$ cat src/rtl/hazard_ctrl_md.sv
// rtl/hazard_ctrl_md.sv - ID-stage hazard controller: forwarding, interlocks, mul/div scoreboard, flush
module hazard_ctrl_md #(
  parameter int RA_W   = 5,
  parameter int MD_LAT = 8,
  parameter int CNT_W  = 16
) (
  input  logic             clk,
  input  logic             rst,
  input  logic             id_valid,
  input  logic [RA_W-1:0]  id_rs,
  input  logic [RA_W-1:0]  id_rt,
  input  logic             id_use_rs,
  input  logic             id_use_rt,
  input  logic             id_is_md,
  input  logic             id_reads_hilo,
  input  logic             br_taken,
  input  logic             ex_wreg,
  input  logic             ex_m2reg,
  input  logic [RA_W-1:0]  ex_dst,
  input  logic             mem_wreg,
  input  logic             mem_m2reg,
  input  logic [RA_W-1:0]  mem_dst,
  output logic [1:0]       fwda,
  output logic [1:0]       fwdb,
  output logic             wpcir,
  output logic             bubble,
  output logic             flush_if,
  output logic             md_busy,
  output logic [CNT_W-1:0] stall_cycles
);

  localparam int MD_W = $clog2(MD_LAT + 1);

  logic [MD_W-1:0]  md_cnt_q, md_cnt_d;
  logic [CNT_W-1:0] stall_cycles_q, stall_cycles_d;
  logic [1:0]       fwda_raw, fwdb_raw;
  logic             load_stall, md_stall, stall, md_accept;

  // Select the youngest producer: EX ALU result, then MEM ALU result, then MEM load data.
  function automatic logic [1:0] fwd_sel(
    input logic            use_x,
    input logic [RA_W-1:0] x,
    input logic            e_wreg,
    input logic            e_m2reg,
    input logic [RA_W-1:0] e_dst,
    input logic            m_wreg,
    input logic            m_m2reg,
    input logic [RA_W-1:0] m_dst
  );
    logic [1:0] sel;
    sel = 2'd0;
    if (use_x) begin
      if (e_wreg && !e_m2reg && (e_dst != '0) && (e_dst == x)) begin
        sel = 2'd1;
      end else if (m_wreg && !m_m2reg && (m_dst != '0) && (m_dst == x)) begin
        sel = 2'd2;
      end else if (m_wreg && m_m2reg && (m_dst != '0) && (m_dst == x)) begin
        sel = 2'd3;
      end
    end
    return sel;
  endfunction

  // Hazard detection and next-state for the mul/div occupancy and stall counter.
  always_comb begin
    fwda_raw = fwd_sel(id_use_rs, id_rs, ex_wreg, ex_m2reg, ex_dst, mem_wreg, mem_m2reg, mem_dst);
    fwdb_raw = fwd_sel(id_use_rt, id_rt, ex_wreg, ex_m2reg, ex_dst, mem_wreg, mem_m2reg, mem_dst);

    load_stall = id_valid && ex_wreg && ex_m2reg && (ex_dst != '0) &&
                 ((id_use_rs && (ex_dst == id_rs)) || (id_use_rt && (ex_dst == id_rt)));
    md_stall   = id_valid && (md_cnt_q != '0) && (id_is_md || id_reads_hilo);
    // Inputs may still look hazardous while reset is held; the pipeline must free-run then.
    stall      = (load_stall || md_stall) && !rst;
    md_accept  = id_valid && id_is_md && !stall;

    md_cnt_d = md_cnt_q;
    if (md_accept) begin
      md_cnt_d = MD_W'(MD_LAT);
    end else if (md_cnt_q != '0) begin
      md_cnt_d = md_cnt_q - MD_W'(1);
    end

    stall_cycles_d = stall_cycles_q;
    if (stall && (stall_cycles_q != '1)) begin
      stall_cycles_d = stall_cycles_q + CNT_W'(1);
    end
  end

  // State registers; reset aborts any mul/div in flight.
  always_ff @(posedge clk or posedge rst) begin
    if (rst) begin
      md_cnt_q       <= '0;
      stall_cycles_q <= '0;
    end else begin
      md_cnt_q       <= md_cnt_d;
      stall_cycles_q <= stall_cycles_d;
    end
  end

  // Output drive, forced to the free-running pattern while reset is asserted.
  always_comb begin
    fwda         = rst ? 2'd0 : fwda_raw;
    fwdb         = rst ? 2'd0 : fwdb_raw;
    wpcir        = !stall;
    bubble       = stall;
    flush_if     = br_taken && id_valid && !stall && !rst;
    md_busy      = (md_cnt_q != '0) && !rst;
    stall_cycles = stall_cycles_q;
  end

endmodule

$ cat config.mk
export PLATFORM = sky130hd
export DESIGN_NAME = hazard_ctrl_md
export DESIGN_NICKNAME = d
export VERILOG_FILES = /design/src/rtl/hazard_ctrl_md.sv
export SDC_FILE = /design/constraint.sdc
export NUM_CORES = 1
export LEC_CHECK = 0
export ABC_AREA = 1
export CAP_MARGIN = 20
export CORE_UTILIZATION = 47
export CTS_BUF_LIST = sky130_fd_sc_hd__clkbuf_4 sky130_fd_sc_hd__clkbuf_8
export DETAILED_ROUTE_END_ITERATION = 6
export GPL_ROUTABILITY_DRIVEN = 0
export HOLD_SLACK_MARGIN = 0.08
export PLACE_DENSITY_LB_ADDON = 0.1
export SYNTH_ARGS = -nofsm -noshare
export SYNTH_HDL_FRONTEND = slang
export SYNTH_SLANG_ARGS = --single-unit
$ cat constraint.sdc
create_clock -name clk -period 2 [get_ports clk]
set_input_delay 0.4 -clock clk [delete_from_list [all_inputs] [get_ports clk]]
set_output_delay 0.4 -clock clk [all_outputs]
set_load 0.01 [all_outputs]
## Word-level counts from Yosys, hierarchy flattened

Cells that the tools add are included.

| storage, ports and cells | value |
|---|---|
| output and inout port bits | 24 |
| register bits after elaboration | 20 |
| input port bits | 32 |

| operators by class | value |
|---|---|
| add/subtract/negate cells | 2 |
| reductions and logical operators | 39 |
| equality and inequality tests | 5 |
| mux-type cells | 12 |

Operators with widths:

| operator | number |
|---|---|
| $logic_and 1x1->1 | 28 |
| $eq 5x5->1 | 4 |
| $mux 2 | 10 |
| $add 16x1->16 const B | 1 |
| $ne 16x16->1 const B | 1 |
| $reduce_bool 5->1 | 2 |
| $mux 4 | 2 |
| $logic_not 1->1 | 4 |
| $reduce_bool 4->1 | 1 |
| $sub 4x1->4 const B | 1 |
| $logic_or 1x1->1 | 3 |
| $reduce_bool 2->1 | 1 |

## Depth between registers and ports, before layout

| logic depth | value |
|---|---|
| word-level depth | 9 |
| depth in mapped cells | 12 |
| gate-level depth less buffers | 11 |

## Worst setup path before layout

OpenSTA, ideal clock, no wires.

| timing | value |
|---|---|
| kind | input -> output |
| from | input rst |
| to | output flush_if |
| stages | 6 |
| arrival | 1.465 ns |
| buffers on the path | 1 |
| data required time | 1.600 ns |
| setup slack | 0.135 ns |
| path through | inv_2 nand2_1 inv_2 buf_1 nand2_1 nor2_1 |

| on the way | value |
|---|---|
| cells in the longest elaborated chain, start to end | 5 |

Ends and longest elaborated chain:

| item | RTL line | source |
|---|---|---|
| start, declared | 8 | `input logic rst,` |
| $logic_not 1->1 (*) | 73, 106 |  |
| $logic_and 1x1->1 | 73 | `stall = (load_stall \|\| md_stall) && !rst;` |
| $logic_not 1->1 | 106 | `flush_if = br_taken && id_valid && !stall && !rst;` |
| $logic_and 1x1->1 | 106 |  |
| $logic_and 1x1->1 (*) | 106 |  |
| end, declared | 27 | `output logic flush_if,` |

Mark *: on every way between the ends. The rest lies on a longest branch, timed or not.

## Final worst setup path

| timing | value |
|---|---|
| from | register md_cnt_q[0] |
| to | output flush_if |

| on the way | value |
|---|---|
| cells in the longest elaborated chain, start to end | 8 |

Ends and longest elaborated chain:

| item | RTL line | source |
|---|---|---|
| start, declared | 34 | `logic [MD_W-1:0] md_cnt_q, md_cnt_d;` |
| start signal, assigned | 95 | `md_cnt_q <= md_cnt_d;` |
| $reduce_bool 4->1 | 71 | `md_stall = id_valid && (md_cnt_q != '0) && (id_is_md \|\| id_reads_hilo);` |
| $logic_and 1x1->1 (2 in a row) | 71 |  |
| $logic_or 1x1->1 | 73 |  |
| $logic_and 1x1->1 | 73 |  |
| $logic_not 1->1 | 106 |  |
| $logic_and 1x1->1 (2 in a row) | 106 |  |

No other way between the ends.

==> run metrics <==
CTS clock-pin slew for the worst setup and hold paths 0.12 ns; Placement Setup Slack -0.760 ns; grt total ovfl 0; total of buffers placed on input and output ports 55; final count of hold timing violations 0; Clock Skew 0.0103 ns; count of synthesis-stage warnings from yosys 0; total half-perimeter wirelength after legalization and detailed placement 3620 um; TritonCTS clock tree yes; share of the core filled with cells 0.762; setup TNS 0 ns; Max Cap Violations 0; clock sink total 20; Post-synth ARST share 1.00; unrepaired setup endpoints after global routing true; height of the die 61.4 um; reg2reg start stall_cycles[1]; Fmax 0.507 GHz; NumNets Final 369; number of routed nets with antenna violations 0; most common library cell in the layout ignoring fill and taps sky130_fd_sc_hd__nand2_1; die outline area 0.00377 sq mm; Layout Area Growth over Synthesis 54.7%; Final Instance Area 0.00256 sq mm; multiplexer area fraction after synthesis 0; number of vias per cell after detailed routing 5.11; relative contribution of the clock network to total power 0.143; arrival time at the worst endpoint 1.57 ns; Seq pwr share 0.332; worst path setup slack after routing 0.0264 ns; leak pwr 1.30 nW; largest vdd supply drop 0.680 mV; antenna violations before repair 0; post-synthesis sequential element count 20; share of post-route cells with drive strength above 1 0.287; number of design rule violations left after detail routing 0; complex-gate fraction of the synthesized area 0.0249; transition time of the tightest slew-check pin 0.355 ns; main combinational cell family by area after synthesis simple AND/OR/NAND/NOR gates; required time of the critical path 1.60 ns; routed vias 1943; Cell Area, Synth 0.00166 sq mm; share of the yosys chip area belonging to registers 0.302; flop-to-flop setup slack 0.24 ns; post-route clock period utilization 0.987; DIE WIDTH 61.4 um; synthesized area per cell 6.68 sq um; terminating pin of the worst hold path stall_cycles[1]; Inserted Diodes 0; logic depth of the worst register-to-register path 10; Hold Path Stages 2; count of routing violations after the opening detailed-route iteration 79; Post-Synthesis Net Count 282; category of the most critical setup path register to output port; capture point of the worst reg-to-reg path stall_cycles[7]; detailed-route wire length per cell 13.5 um; number of instances in the synthesized netlist 248; PD cells 665 mW/mm^2; total routed wirelength 5130 um; path class of the lowest-slack min-delay path register to register; first-pass GRT wire length 7750 um; dominant register cell in the synthesized netlist sky130_fd_sc_hd__dfrtp_1; largest fanout of any net on the critical path 3; Setup crit start kind register; number of non-filler instances in the completed layout 380; final critical delay including setup and external delays 1.97 ns; area of the core 0.00336 sq mm; number of buffers added by the clock tree synthesis step 3; cell at the root of the clock tree sky130_fd_sc_hd__clkbuf_4; maximum number of pins on one net before global-route repair 21; cell-internal power 1.04 mW; switching part of the total 0.389; count of pins on the block boundary 56; standard cell area after detailed placement 0.00242 sq mm; maximum clock insertion buffer count 2; endpoint kind of the worst setup timing path output port; leading cell types in the layout, fill and taps excluded 80 x sky130_fd_sc_hd__nand2_1, 31 x sky130_fd_sc_hd__buf_4, 27 x sky130_fd_sc_hd__clkdlybuf4s50_1; share of power burned in combinational logic 0.526; worst slew margin relative to its limit 0.763; area share of and/or/nand/nor cells after synthesis 0.443; First-pass DRT Iterations 4; starting density of the core 0.493; clock latency on the worst-skew pair 0.31 ns; dpl cells 369; adder-cell share of the synthesized area 0.0151; launch instance of the worst min-delay path stall_cycles[1]; setup-violating endpoint count in the final report 0; Switching Power 662 uW; XOR/XNOR Fraction of Synth Area 0.132; Max Transition Viols Final 0; total global-route track usage 0.278; number of core rows 21; number of enable-type register cells in the synthesized netlist 0; Yosys cell types 28; via count of the first global-routing pass 1752; status finished, final reports clean; htree depth 1
## registers in the layout, indices dropped and copies added (netlist names)
register      count
md_cnt_q          4
stall_cycles     16
## layout make-up
cell class              instances  area [sq um]
fillers                       301           801
flip-flops and latches         20           500
multi-input cells             194          1160
repair buffers                 86           697
inverters                      30           115
clock buffers                   4          36.3
well taps                      46          57.6
## critical path, stage by stage (launching register included)
cell	delay (ns)
sky130_fd_sc_hd__dfrtp_1	0.41
sky130_fd_sc_hd__inv_2	0.08
sky130_fd_sc_hd__ha_4	0.13
sky130_fd_sc_hd__inv_4	0.04
sky130_fd_sc_hd__nor2_4	0.09
sky130_fd_sc_hd__inv_2	0.05
sky130_fd_sc_hd__o22ai_2	0.10
sky130_fd_sc_hd__nand2_2	0.11
sky130_fd_sc_hd__nor2_2	0.12
sky130_fd_sc_hd__buf_2	0.15
## timing repair
item                       in CTS  in global routing
buffers inserted                4                  3
pin swaps                      11                 18
hold buffers                    0                  0
gates resized for setup        74                 44
setup endpoints to repair      19                  9
## worst max path at each step
stage,start,end,slack [ns],cells after the start
floorplan,rst,flush_if,0.14,6
global placement,id_rt[3],fwdb[1],-0.69,7
detailed placement,ex_dst[3],bubble,-0.76,12
CTS,md_cnt_q[0],flush_if,-0.02,9
global route,md_cnt_q[0],flush_if,-0.08,9
finish,md_cnt_q[0],flush_if,0.03,9
## power groups by stage
stage | combinational (mW) | clock, mW | sequential, mW
floorplan | 0.367 | 0 | 0.571
global placement | 0.721 | 0 | 0.555
detailed placement | 0.743 | 0 | 0.557
CTS | 0.811 | 0.246 | 0.559
global route | 0.996 | 0.262 | 0.576
finish | 0.896 | 0.243 | 0.565
## synthesized netlist by cell type (4+ instances only)
cell	instances	area share
sky130_fd_sc_hd__inv_1	25	0.057
sky130_fd_sc_hd__inv_2	5	0.011
sky130_fd_sc_hd__nand4_1	22	0.083
sky130_fd_sc_hd__xor2_1	13	0.069
sky130_fd_sc_hd__nand2_1	82	0.19
sky130_fd_sc_hd__dfrtp_1	20	0.30
sky130_fd_sc_hd__nor2_1	27	0.061
sky130_fd_sc_hd__xnor2_1	12	0.063
sky130_fd_sc_hd__nand3_1	12	0.036
sky130_fd_sc_hd__nor3_1	4	0.012
## metal layers
layer | up-vias | track usage | part of all wire
met5 | - | 0 | 0
met4 | 0 | 0.0857 | 0.020
met3 | 12 | 0.0525 | 0.057
met2 | 68 | 0.466 | 0.48
met1 | 889 | 0.365 | 0.44
li1 | 974 | - | -
## cell families (layout without fill, tap and decap cells)
logic type / Yosys count / in the layout
flops: 20 / 20
fa+ha+maj: 2 / 2
buf+inv: 34 / 120
simple gates: 160 / 160
xor+xnor: 25 / 25
compound gates: 7 / 7
## stage by stage
| step | hold WS, ns | total power, mW |
|---|---|---|
| finish | 0.557 | 1.70 |
| global route | 0.587 | 1.83 |
| CTS | 0.559 | 1.62 |
| floorplan | 0.269 | 0.938 |
| detailed placement | 0.531 | 1.30 |
| global placement | 0.515 | 1.28 |
(Power assumes the default switching activity.)
